$ cat config.mk
export PLATFORM = sky130hd
export DESIGN_NAME = traffic_input_ctrl
export DESIGN_NICKNAME = d
export VERILOG_FILES = /design/src/rtl/traffic_input_ctrl.sv
export SDC_FILE = /design/constraint.sdc
export NUM_CORES = 1
export LEC_CHECK = 0
export ABC_AREA = 1
export ABC_CLOCK_PERIOD_IN_PS = 1600
export CORE_MARGIN = 2
export CORE_UTILIZATION = 61
export CTS_BUF_LIST = sky130_fd_sc_hd__clkbuf_4
export DETAILED_ROUTE_END_ITERATION = 8
export GPL_TIMING_DRIVEN = 0
export PLACE_DENSITY_LB_ADDON = 0.15
export SLEW_MARGIN = 20
export SYNTH_ARGS = -nofsm -noshare
export SYNTH_HDL_FRONTEND = slang
export SYNTH_SLANG_ARGS = --single-unit
$ cat constraint.sdc
create_clock -name clk -period 1.6 [get_ports clk]
set_input_delay 0.24 -clock clk [delete_from_list [all_inputs] [get_ports clk]]
set_output_delay 0.24 -clock clk [all_outputs]
set_load 0.03 [all_outputs]
$ cat src/rtl/traffic_input_ctrl.sv
`default_nettype none
// ============================================================================
// Module   : traffic_input_ctrl
// Brief    : Synchronises and debounces the raw sensor and button inputs, and
//            tracks normal/parade mode for the traffic-light controller.
// Revision : 1.0
// ============================================================================
module traffic_input_ctrl #(
    parameter int DEB_CYCLES = 4
) (
    input  logic clk,
    input  logic reset,
    input  logic sens_a_raw,
    input  logic sens_b_raw,
    input  logic btn_p_raw,
    input  logic btn_r_raw,
    output logic TA,
    output logic TB,
    output logic M,
    output logic p_pulse,
    output logic r_pulse
);

    localparam int CW = $clog2(DEB_CYCLES + 1);
    localparam logic [CW-1:0] c_cnt_max = CW'(DEB_CYCLES - 1);

    // Channel order: 0 = sensor A, 1 = sensor B, 2 = parade, 3 = release
    logic [3:0] w_raw;
    logic [3:0] w_deb;
    logic [3:2] w_rise;

    assign w_raw = {btn_r_raw, btn_p_raw, sens_b_raw, sens_a_raw};

    for (genvar g = 0; g < 4; g++) begin : g_chan
        logic          r_sync1;
        logic          r_sync2;
        logic          r_deb;
        logic [CW-1:0] r_cnt;

        always_ff @(posedge clk or posedge reset) begin
            if (reset) begin
                r_sync1 <= 1'b0;
                r_sync2 <= 1'b0;
                r_deb   <= 1'b0;
                r_cnt   <= '0;
            end else begin
                r_sync1 <= w_raw[g];
                r_sync2 <= r_sync1;
                // Any sample matching the current value discards progress
                if (r_sync2 == r_deb) begin
                    r_cnt <= '0;
                end else if (r_cnt == c_cnt_max) begin
                    r_deb <= r_sync2;
                    r_cnt <= '0;
                end else begin
                    r_cnt <= r_cnt + 1'b1;
                end
            end
        end

        assign w_deb[g] = r_deb;

        if (g >= 2) begin : g_edge
            logic r_deb_q;

            always_ff @(posedge clk or posedge reset) begin
                if (reset) begin
                    r_deb_q <= 1'b0;
                end else begin
                    r_deb_q <= r_deb;
                end
            end

            assign w_rise[g] = r_deb & ~r_deb_q;
        end
    end

    assign TA      = w_deb[0];
    assign TB      = w_deb[1];
    assign p_pulse = w_rise[2];
    assign r_pulse = w_rise[3];

    typedef enum logic [0:0] {
        NORMAL = 1'b0,
        PARADE = 1'b1
    } mode_t;

    mode_t r_state;

    // Release wins over parade whenever both pulses coincide
    always_ff @(posedge clk or posedge reset) begin
        if (reset) begin
            r_state <= NORMAL;
        end else begin
            case (r_state)
                NORMAL: begin
                    if (p_pulse && !r_pulse) begin
                        r_state <= PARADE;
                    end
                end
                PARADE: begin
                    if (r_pulse) begin
                        r_state <= NORMAL;
                    end
                end
                default: r_state <= NORMAL;
            endcase
        end
    end

    assign M = (r_state == PARADE);

endmodule
`default_nettype wire

[After elaboration in Yosys (flattened, before gate mapping)]
Index checks and enable logic that the tools add are counted.
Word-level totals
  memories: 0
  ROM bits: 0
  output and inout port bits: 5
  memory bits (writable): 0
  latch bits: 0
  word-level logic and storage cells: 57
  flip-flop bits (word level): 27
  input port bits: 6
Cells by class
  order comparisons: 0
  mux-type cells: 11
  reductions and logical operators: 6
  equality and inequality tests: 8
  multipliers: 0
  bitwise logic cells: 9
  shift operators: 0
  add/sub/neg operators: 4
  div/mod/pow operators: 0
Operators by type and width (count)
  3-bit two-way mux: 8
  3-bit by 1-bit adder with 3-bit output (second input constant): 4
  3-bit by 2-bit equality test with 1-bit output (second input constant): 4
  2-bit AND reduction: 4
  1-bit NOT: 7
  1-bit equality test: 4
  1-bit bitwise AND: 2
  1-bit two-way mux: 2
  1-bit case mux with 2 select lines: 1
  1-bit logical AND: 1
  1-bit logical NOT: 1

[Longest topological paths before layout]
Gate-level depths: netlist of run 1.
  word-level depth: 6
  gate-level depth with buffers: 4
  mapped depth without buffers: 4

[Least setup slack after synthesis of run 1]
OpenSTA, ideal clock, no wires.
  kind: register -> output
  from: register g_chan[3].r_deb
  to: output r_pulse
  stages on the path, launching flop included: 3
  buffers on the path: 0
  slack: 520 ps
  arrival time: 840 ps
  required time: 1360 ps
  cells stage by stage: dfrtp_1 -> inv_1 -> nor2_1
On the way
  word-level cells in the longest chain between the ends: 1
Ends and longest elaborated chain
  from (decl): line 37  | logic r_deb;
  from (signal assigned): line 53  | r_deb <= r_sync2;
  1-bit bitwise AND: line 74  | assign w_rise[g] = r_deb & ~r_deb_q;
  to (decl): line 21  | output logic r_pulse
Every way passes these cells.

[Worst setup path in the final report of run 1]
  from: register g_chan[2].r_deb
  to: output p_pulse
On the way
  word-level cells in the longest chain between the ends: 1
Ends and longest elaborated chain
  from (decl): line 37
  from (signal assigned): line 53
  1-bit bitwise AND: line 74
  to (decl): line 20  | output logic p_pulse,
Every way passes these cells.

==> metrics.csv, run 1 <==
stage,metric,value,unit
sta,rsz0062_at_grt,no,
sta,fin_crit,1534,ps
routing,avgRoutedWirePerCell,10.43,um
clock_tree,clkLatencyLatePin,310,ps
logic_synthesis,yosys-top-cells-area,"dfrtp_1 (65%), nand2_1 (12%), inv_1 (9.1%)",
pwr,finalPower,0.001861,W
placement,placed_cells,136,
sta,period_share,0.9587,
sta,finalSetupViolations,0,
sta,fmax,651.9,MHz
clock_tree,cts_buffers,3,
clock_tree,cts_tree,yes,
logic_synthesis,ys.flop_type,dfrtp_1,
clock_tree,htree_levels,1,
clock_tree,cts_root_buffer,clkbuf_4,
job,drv_cap,0,
clock_tree,cts_buffer_depth,2,
pwr,ir_drop,1.070,mV
global_route,grt_pass1_wl,2587,um
hold_path,hold_class,primary input to register,
layout,final_cell_count_no_fill,140,
die,num_rows,14,
placement,place_congestion,0.7704,
logic_synthesis,syn_inst,110,
sta,hold_violations,0,
setup_path,worstPathCellList,"nand2_1, inv_1, dlygate4sd2_1",
sta,fin_hold_ws,349.2,ps
sta,max-slew-margin-rel,0.3608,
logic_synthesis,yosysTopAreaCellShare,0.6538,
routing,drt_iter0_drc,4,
logic_synthesis,syn-num-nets,120,
routing,routed_via_density,4.693,
routing,ant_nets,0,
die,initial_utilization,0.6705,
layout,drive_above_1_share,0.06452,
setup_path,critical_path.max_stage_delay,440,ps
layout,area_growth,13.92,%
sta,tns,0,ps
setup_path,cp-start-kind,register,
routing,vias,657,
clock_tree,path_clk_slew,130,ps
layout,nets,135,
setup_path,crit_fanout,5,
setup_path,crit_family,buffers and inverters,
setup_path,required,1360,ps
logic_synthesis,ys_seq_area_frac,0.6538,
die,io_pins,11,
global_route,antenna_found_initial,0,
global_route,overflow,0,
setup_path,cp_slowest_cell,dfrtp_1,
logic_synthesis,yosysMostFrequentCell,nand2_1,
layout,fillers,114,
logic_synthesis,ys_types,9,
die,core_area,1541,um^2
logic_synthesis,syn-cell-area,1033,um^2
die,die_y,45.16,um
global_route,grt_pass1_vias,676,
pwr,power_leakage,0.6625,nW
logic_synthesis,synthTopCellsByCount,"nand2_1 (33), dfrtp_1 (27), inv_1 (25), nor2_1 (13)",
clock_tree,cts.sinks,27,
placement,hpwl,1156,um
logic_synthesis,syn_area_per_cell,9.395,um^2
clock_tree,cts_resized,4,
clock_tree,hold_buffers,0,
pwr,p_per_area,1580,nW/um^2
global_route,grt_use_total,0.1796,
setup_path,crit_path_end_kind,output port,
clock_tree,post_cts_buffers,0,
routing,drc,0,
logic_synthesis,ys_ff_latch,27,
routing,wirelength,1460,um
sta,tightest_slew,957.7,ps
setup_path,crit_arrival,1290,ps
die,chipWidth,45.16,um
logic_synthesis,synth-edff-count,0,
logic_synthesis,ys_async_sr_fraction,1.000,
status,status,completed,
setup_path,crit_type,register to output port,
global_route,grt_max_degree,28,
placement,port_buffers,10,
setup_path,critical_path_buf_inv_count,2,
sta,skew,6.848,ps
logic_synthesis,synth_top_area_cell,dfrtp_1,
routing,dr.pass1.iters,4,
logic_synthesis,ys_warn_count,0,
sta,drv_slew,0,
layout,antenna_cells,0,
die,dieArea,2039,um^2
[logic make-up (layout without fill, tap and decap cells)]
logic type                 count (synthesis)  count (layout)  synth area share
buffers and inverters                     26              40           0.09443
adders and majority gates                  4               4           0.04843
DFF                                       27              27            0.6538
and+or+nand+nor                           52              52            0.1986
AOI/OAI and AO/OA                          1               1          0.004838
[state kept, by name, indices dropped and copies added, names as in the netlist]
name,cells
g_chan.r_sync2,4
g_chan.r_deb,2
TB,1
M,1
g_chan.r_sync1,4
g_chan.g_edge.r_deb_q,2
g_chan.r_cnt,12
TA,1
[cells in the final DEF (no fill, tap or decap)]
cell type | netlist | layout
clkbuf_4 | 0 | 4
inv_1 | 25 | 25
clkdlybuf4s50_1 | 0 | 5
inv_2 | 1 | 1
ha_1 | 4 | 4
dfrtp_1 | 27 | 27
clkbuf_2 | 0 | 1
nor2_1 | 13 | 13
nand2_1 | 33 | 33
nand3_1 | 4 | 4
nand2_2 | 2 | 2
a21oi_1 | 1 | 1
dlygate4sd2_1 | 0 | 3
dlymetal6s2s_1 | 0 | 1
[report_power, final]
part,internal (W),switching [W]
combinational,0.000226,0.000386
clock,0.000114,0.000179
sequential,0.000855,0.000100
total,0.00120,0.000665
[per-stage QoR]
stage	setup slack, ps	utilization	area [um^2]
2_1_floorplan	520.0	-	1033
3_3_place_gp	108.0	0.7484	1154
3_5_place_dp	95.24	0.7484	1154
4_1_cts	4.504	0.7646	1179
5_1_grt	4.636	0.7638	1177
6_report	66.14	0.7638	1177
[worst paths after layout]
| check | from | depth (start not counted) | slack, ps | endpoint |
|---|---|---|---|---|
| setup reg to reg | g_chan[0].r_cnt[0] | 4 | 600 | g_chan[0].r_cnt[0] |
| setup / recovery | g_chan[2].r_deb | 3 | 70 | p_pulse |
| min in group asynchronous | reset | 2 | 480 | g_chan[3].r_cnt[0] |
| hold / removal | sens_b_raw | 1 | 350 | g_chan[1].r_sync1 |
| max in group asynchronous | reset | 2 | 540 | g_chan[2].r_cnt[2] |
| hold reg to reg | g_chan[2].r_sync1 | 0 | 360 | g_chan[2].r_sync2 |
[metal layers]
layer / vias up / wire length, um / track usage
met5: - / 0 / 0
met4: 0 / 14 / 0.07059
met3: 2 / 40 / 0.02400
met2: 8 / 797 / 0.3629
met1: 305 / 608 / 0.1786
li1: 342 / - / -
[layout make-up]
cell class                 instances  area [um^2]  share of cell area
multi-input combinational         57        260.3              0.2210
tap                               16        20.02             0.01700
inverter                          26        97.59             0.08289
sequential                        27        675.6              0.5739
timing repair buffer              10        93.84             0.07970
clock buffer                       4        30.03             0.02550
(Power assumes the default switching activity.)
==> run 2, diff against run 1 <==
CORE_MARGIN = 5   (was 2)
CTS_CLUSTER_DIAMETER = 80   (was default)
REMOVE_ABC_BUFFERS = 1   (was default)
==> run 2 against run 1 <==
Effect of this change:
- non-clock buffer count did not move
- worst hold slack lost 64 ps
- cell count did not move
- clock skew down 5.5 ps
- clock-buffer cell count down 1
- combinational power about the same
- global-route usage is 2.7 points lower
- sequential power is essentially flat
- via count increased by 0.30%
- largest power group unchanged
- flip-flop and latch count unchanged
- routed wire length increased by 1.7%
==> metrics.csv, run 2 (synthesized netlist as in run 1, its figures left out) <==
stage,metric,value,unit,change
status,status,completed,,
clock_tree,path_clk_slew,130,ps,about the same
layout,layout_common_cells,"nand2_1 (33), dfrtp_1 (27), inv_1 (24)",,
sta,drv_slew,0,,unchanged
die,num_rows,14,,unchanged
pwr,p_per_area,1585,nW/um^2,+0.29%
placement,port_buffers,10,,unchanged
clock_tree,clkLatencyLatePin,320,ps,about the same
setup_path,cp-start-kind,register,,
sta,skew,1.390,ps,-5.458 ps
routing,routed-wl-met3,55,um,+38%
placement,hpwl,1107,um,-4.3%
setup_path,rrSetupSlack,610,ps,about the same
routing,avgRoutedWirePerCell,10.61,um,+1.7%
global_route,grt_use_total,0.1522,,-0.02743
clock_tree,cts.sinks,27,,unchanged
sta,rsz0062_at_grt,no,,
sta,fmax,713.4,MHz,+9.4%
clock_tree,post_cts_buffers,0,,unchanged
setup_path,crit_fanout,4,,-1
routing,wl_met2,804,um,+0.88%
global_route,antenna_found_initial,0,,unchanged
sta,tightest_slew,892.5,ps,-65.24 ps
routing,wl_met1,596,um,-2.0%
setup_path,crit_type,register to output port,,
global_route,grt_pass1_vias,726,,+7.4%
sta,max-slew-margin-rel,0.4013,,+0.04052
routing,ant_nets,0,,unchanged
routing,routed_via_density,4.707,,+0.30%
layout,largestRegisters,"g_chan.r_cnt: 12 flops, g_chan.r_sync1: 4 flops, g_chan.r_sync2: 4 flops",,
clock_tree,cts_tree,yes,,
routing,vias,659,,+0.30%
die,chipWidth,51.16,um,+13%
placement,place_worst_setup_slack,90.82,ps,-4.420 ps
routing,wirelength,1485,um,+1.7%
global_route,grt_max_degree,28,,unchanged
sta,tns,0,ps,unchanged
die,die_y,51.16,um,+13%
placement,place_congestion,0.6992,,-9.2%
routing,dr.pass1.iters,4,,unchanged
layout,area_growth,12.95,%,
layout,drive_above_1_share,0.07258,,+0.008065
clock_tree,cts_buffer_depth,2,,unchanged
setup_path,crit_arrival,1160,ps,-130 ps
layout,finalInstanceArea,1167,um^2,-0.85%
clock_tree,cts_root_buffer,clkbuf_4,,
die,io_pins,11,,unchanged
pwr,power_leakage,0.6469,nW,-2.4%
routing,drt_iter0_drc,5,,+1
sta,period_share,0.8761,,-0.08254
routing,dr.max_layer_used,met4,,
die,core_area,1559,um^2,+1.1%
job,drv_cap,0,,unchanged
layout,layout_commonest_cell,nand2_1,,
layout,largest_register_ffs,12,,unchanged
sta,fin_crit,1402,ps,-132.1 ps
global_route,overflow,0,,unchanged
placement,placed_cells,136,,unchanged
clock_tree,htree_levels,1,,unchanged
routing,drc,0,,unchanged
clock_tree,cts_buffers,3,,unchanged
hold_path,hold_class,primary input to asynchronous set/reset pin,,
setup_path,required,1360,ps,about the same
clock_tree,hold_buffers,0,,unchanged
layout,antenna_cells,0,,unchanged
global_route,grt_pass1_wl,2918,um,+13%
setup_path,r2r_cells,4,,unchanged
layout,regMostFlops,g_chan.r_cnt,,
sta,fin_ws,198.2,ps,+132.1 ps
setup_path,crit_path_end_kind,output port,,
layout,nets,135,,unchanged
layout,final_cell_count_no_fill,140,,unchanged
placement,dpl_cell_area,1154,um^2,unchanged
die,dieArea,2617,um^2,+28%
sta,finalSetupViolations,0,,unchanged
sta,hold_violations,0,,unchanged
pwr,ir_drop,1.174,mV,+9.8%
sta,fin_hold_ws,285.2,ps,-64.04 ps
die,initial_utilization,0.6629,,-0.007533
run 2: changes by cell type in the layout (fill, tap and decap cells not counted), sizes merged:
cell / delta
dlymetal6s2s: -1
clkinv: +2
inv: -1
run 2: report_power, final:
part	internal (W)	total [W]	leakage, nW	switching (W)
clock	0.0000939	0.000285	0.0177	0.000191
combinational	0.000217	0.000611	0.290	0.000393
sequential	0.000855	0.000955	0.339	0.0000997
run 2: per-layer routing:
layer,global-route usage,vias up
li1,-,347
met1,0.1552,302
met2,0.2918,8
met3,0.03488,2
met4,0.06726,0
met5,0,-
run 2: path summary, 6_finish.rpt:
| kind | start | endpoint |
|---|---|---|
| max in group asynchronous | reset | g_chan[3].r_deb |
| worst min register to register | g_chan[0].r_sync1 | g_chan[0].r_sync2 |
| min in group clk | btn_p_raw | g_chan[2].r_sync1 |
| worst max-delay path | g_chan[3].r_deb | r_pulse |
| worst min-delay path | reset | g_chan[1].r_sync2 |
| worst max register to register | g_chan[1].r_cnt[0] | g_chan[1].r_cnt[0] |
run 2: area by class of cell:
type	count	area, um^2
clock buffers	3	22.52
clock inverters	1	5.005
fillers	132	391.6
inverters	26	97.59
multi-input cells	57	260.3
flip-flops and latches	27	675.6
well taps	16	20.02
repair buffers	10	86.33
run 2: metrics by stage:
stage	power, W	util
finish	0.001850	0.7488
global route	0.002033	0.7488
CTS	0.001888	0.7544
detailed placement	0.001637	0.7400
global placement	0.001586	0.7400
floorplan	0.001410	-
run 2: critical path: stages, from the launching register on:
cell	delay (ps)
dfrtp_1	420
inv_1	70
nor2_1	120
clkbuf_2	230
run 2: timing repair:
item                       in CTS  in global routing
setup endpoints to repair       5                  2
resized for setup               6                  3
gates cloned                    0                  0
==> run 3, diff against run 2 <==
CORE_MARGIN = default   (was 5)
==> run 3 against run 2 <==
Effect of this change:
- maximum frequency is 8.0% lower
- largest power group unchanged
- non-clock buffer count is the same
- clock power down 3%
- critical path depth did not move
- final area increased by 0.43%
- routed wire length fell by 3.1%
==> metrics.csv, run 3 (synthesized netlist as in run 1, its figures left out) <==
stage,metric,value,unit,change
clock_tree,cts.sinks,27,,unchanged
placement,place_congestion,0.7674,,+9.8%
setup_path,crit_path_end_kind,output port,,
routing,drc,0,,unchanged
placement,port_buffers,10,,unchanged
die,io_pins,11,,unchanged
sta,tns,0,ps,unchanged
layout,layout_common_cells,"nand2_1 (33), dfrtp_1 (27), inv_1 (24)",,
layout,drive_above_1_share,0.06452,,-0.008065
die,initial_utilization,0.6705,,+0.007533
clock_tree,cts_buffers,3,,unchanged
clock_tree,path_clk_slew,130,ps,about the same
setup_path,cp_slowest_cell,dfrtp_1,,
layout,area_growth,13.44,%,
global_route,antenna_found_initial,0,,unchanged
routing,routed_via_density,4.671,,-0.76%
placement,hpwl,1075,um,-2.8%
pwr,ir_drop,1.155,mV,-1.6%
setup_path,critical_path.max_stage_delay,450,ps,+30 ps
routing,dr.pass1.iters,3,,-1
layout,largestRegisters,"g_chan.r_cnt: 12 flops, g_chan.r_sync1: 4 flops, g_chan.r_sync2: 4 flops",,
sta,fin_crit,1524,ps,+121.8 ps
pwr,finalPower,0.001834,W,-0.87%
global_route,overflow,0,,unchanged
setup_path,critical_path_buf_inv_count,2,,unchanged
die,num_rows,14,,unchanged
global_route,grt_busiest_layer,met2,,
job,drv_cap,0,,unchanged
routing,wirelength,1439,um,-3.1%
status,status,completed,,
sta,hold_violations,0,,unchanged
pwr,power_leakage,0.6470,nW,about the same
setup_path,crit_fanout,5,,+1
routing,vias,654,,-0.76%
setup_path,cp-start-kind,register,,
routing,ant_nets,0,,unchanged
routing,drt_iter0_drc,17,,+12
layout,layout_commonest_cell,nand2_1,,
sta,rsz0062_at_grt,no,,
setup_path,crit_family,flip-flops,,
hold_path,hold_class,primary input to asynchronous set/reset pin,,
setup_path,worstPathCellList,"nand2_1, inv_1, clkdlybuf4s15_1",,
clock_tree,cts_resized,6,,unchanged
layout,largest_register_ffs,12,,unchanged
sta,skew,3.444,ps,+2.053 ps
global_route,grt_use_total,0.1936,,+0.04142
layout,regMostFlops,g_chan.r_cnt,,
sta,finalSetupViolations,0,,unchanged
die,die_y,43.16,um,-16%
setup_path,required,1360,ps,about the same
sta,tightest_slew,898.0,ps,+5.546 ps
clock_tree,cts_tree,yes,,
clock_tree,htree_levels,1,,unchanged
layout,fillers,124,,-6.1%
setup_path,crit_type,register to output port,,
global_route,grt_util_met3,0.03830,,+0.003414
clock_tree,hold_buffers,0,,unchanged
setup_path,crit_arrival,1280,ps,+120 ps
pwr,p_per_area,1565,nW/um^2,-1.3%
die,chipWidth,43.16,um,-16%
sta,max-slew-margin-rel,0.3976,,-0.003721
layout,nets,135,,unchanged
global_route,grt_pass1_wl,2608,um,-11%
sta,fmax,656.3,MHz,-8.0%
clock_tree,cts_root_buffer,clkbuf_4,,
die,core_area,1541,um^2,-1.1%
clock_tree,clkLatencyLatePin,310,ps,about the same
die,dieArea,1863,um^2,-29%
layout,antenna_cells,0,,unchanged
global_route,met1_usage,0.2239,,+0.06871
global_route,globalRouteMet2Util,0.3403,,+0.04845
sta,drv_slew,0,,unchanged
clock_tree,cts_buffer_depth,2,,unchanged
global_route,grt_max_degree,28,,unchanged
clock_tree,post_cts_buffers,0,,unchanged
routing,avgRoutedWirePerCell,10.28,um,-3.1%
sta,period_share,0.9522,,+0.07612
global_route,grt_pass1_vias,678,,-6.6%
run 3: routing by layer:
layer / vias up / wire, um
met1: 299 / 622
met4: 0 / 19
met3: 2 / 42
met2: 8 / 754
met5: - / 0
li1: 345 / -
run 3: through the flow:
step	instances	setup slack, ps	util	cell area, um^2	hold WS (ps)
6_report	140	76.41	0.7606	1172	297.5
2_1_floorplan	110	520.0	-	1033	271.4
4_1_cts	140	17.15	0.7630	1176	334.9
5_1_grt	140	15.85	0.7606	1172	321.8
3_5_place_dp	136	92.85	0.7484	1154	339.5
3_3_place_gp	136	108.8	0.7484	1154	332.6
run 3: report_power, final:
part / internal (W) / switching [W]
Combinational: 0.000221 / 0.000378
Clock: 0.0000934 / 0.000183
Sequential: 0.000855 / 0.000104
run 3: cell type report:
cell class	count	area, um^2	area share
Sequential cell	27	675.6	0.5763
Multi-Input combinational cell	57	260.3	0.2220
Inverter	26	97.59	0.08324
Timing Repair Buffer	10	91.34	0.07791
Clock buffer	3	22.52	0.01921
Tap cell	16	20.02	0.01708
Clock inverter	1	5.005	0.004269
run 3: worst register-to-register path, cell delays in order, from the launching register on:
cell	delay (ps)
dfrtp_1	410
ha_1	230
nand2_1	110
nand2_1	60
nor2_1	110
run 3: final timing paths:
kind                       slack (ps)  depth (start not counted)                from                  to
hold / removal                    300                          2               reset   g_chan[3].r_sync1
min in group clk                  350                          1          sens_b_raw   g_chan[1].r_sync1
hold reg to reg                   370                          0   g_chan[1].r_sync1   g_chan[1].r_sync2
max in group asynchronous         890                          2               reset   g_chan[2].r_sync1
setup / recovery                   80                          3     g_chan[2].r_deb             p_pulse
setup reg to reg                  610                          4  g_chan[1].r_cnt[0]  g_chan[1].r_cnt[0]
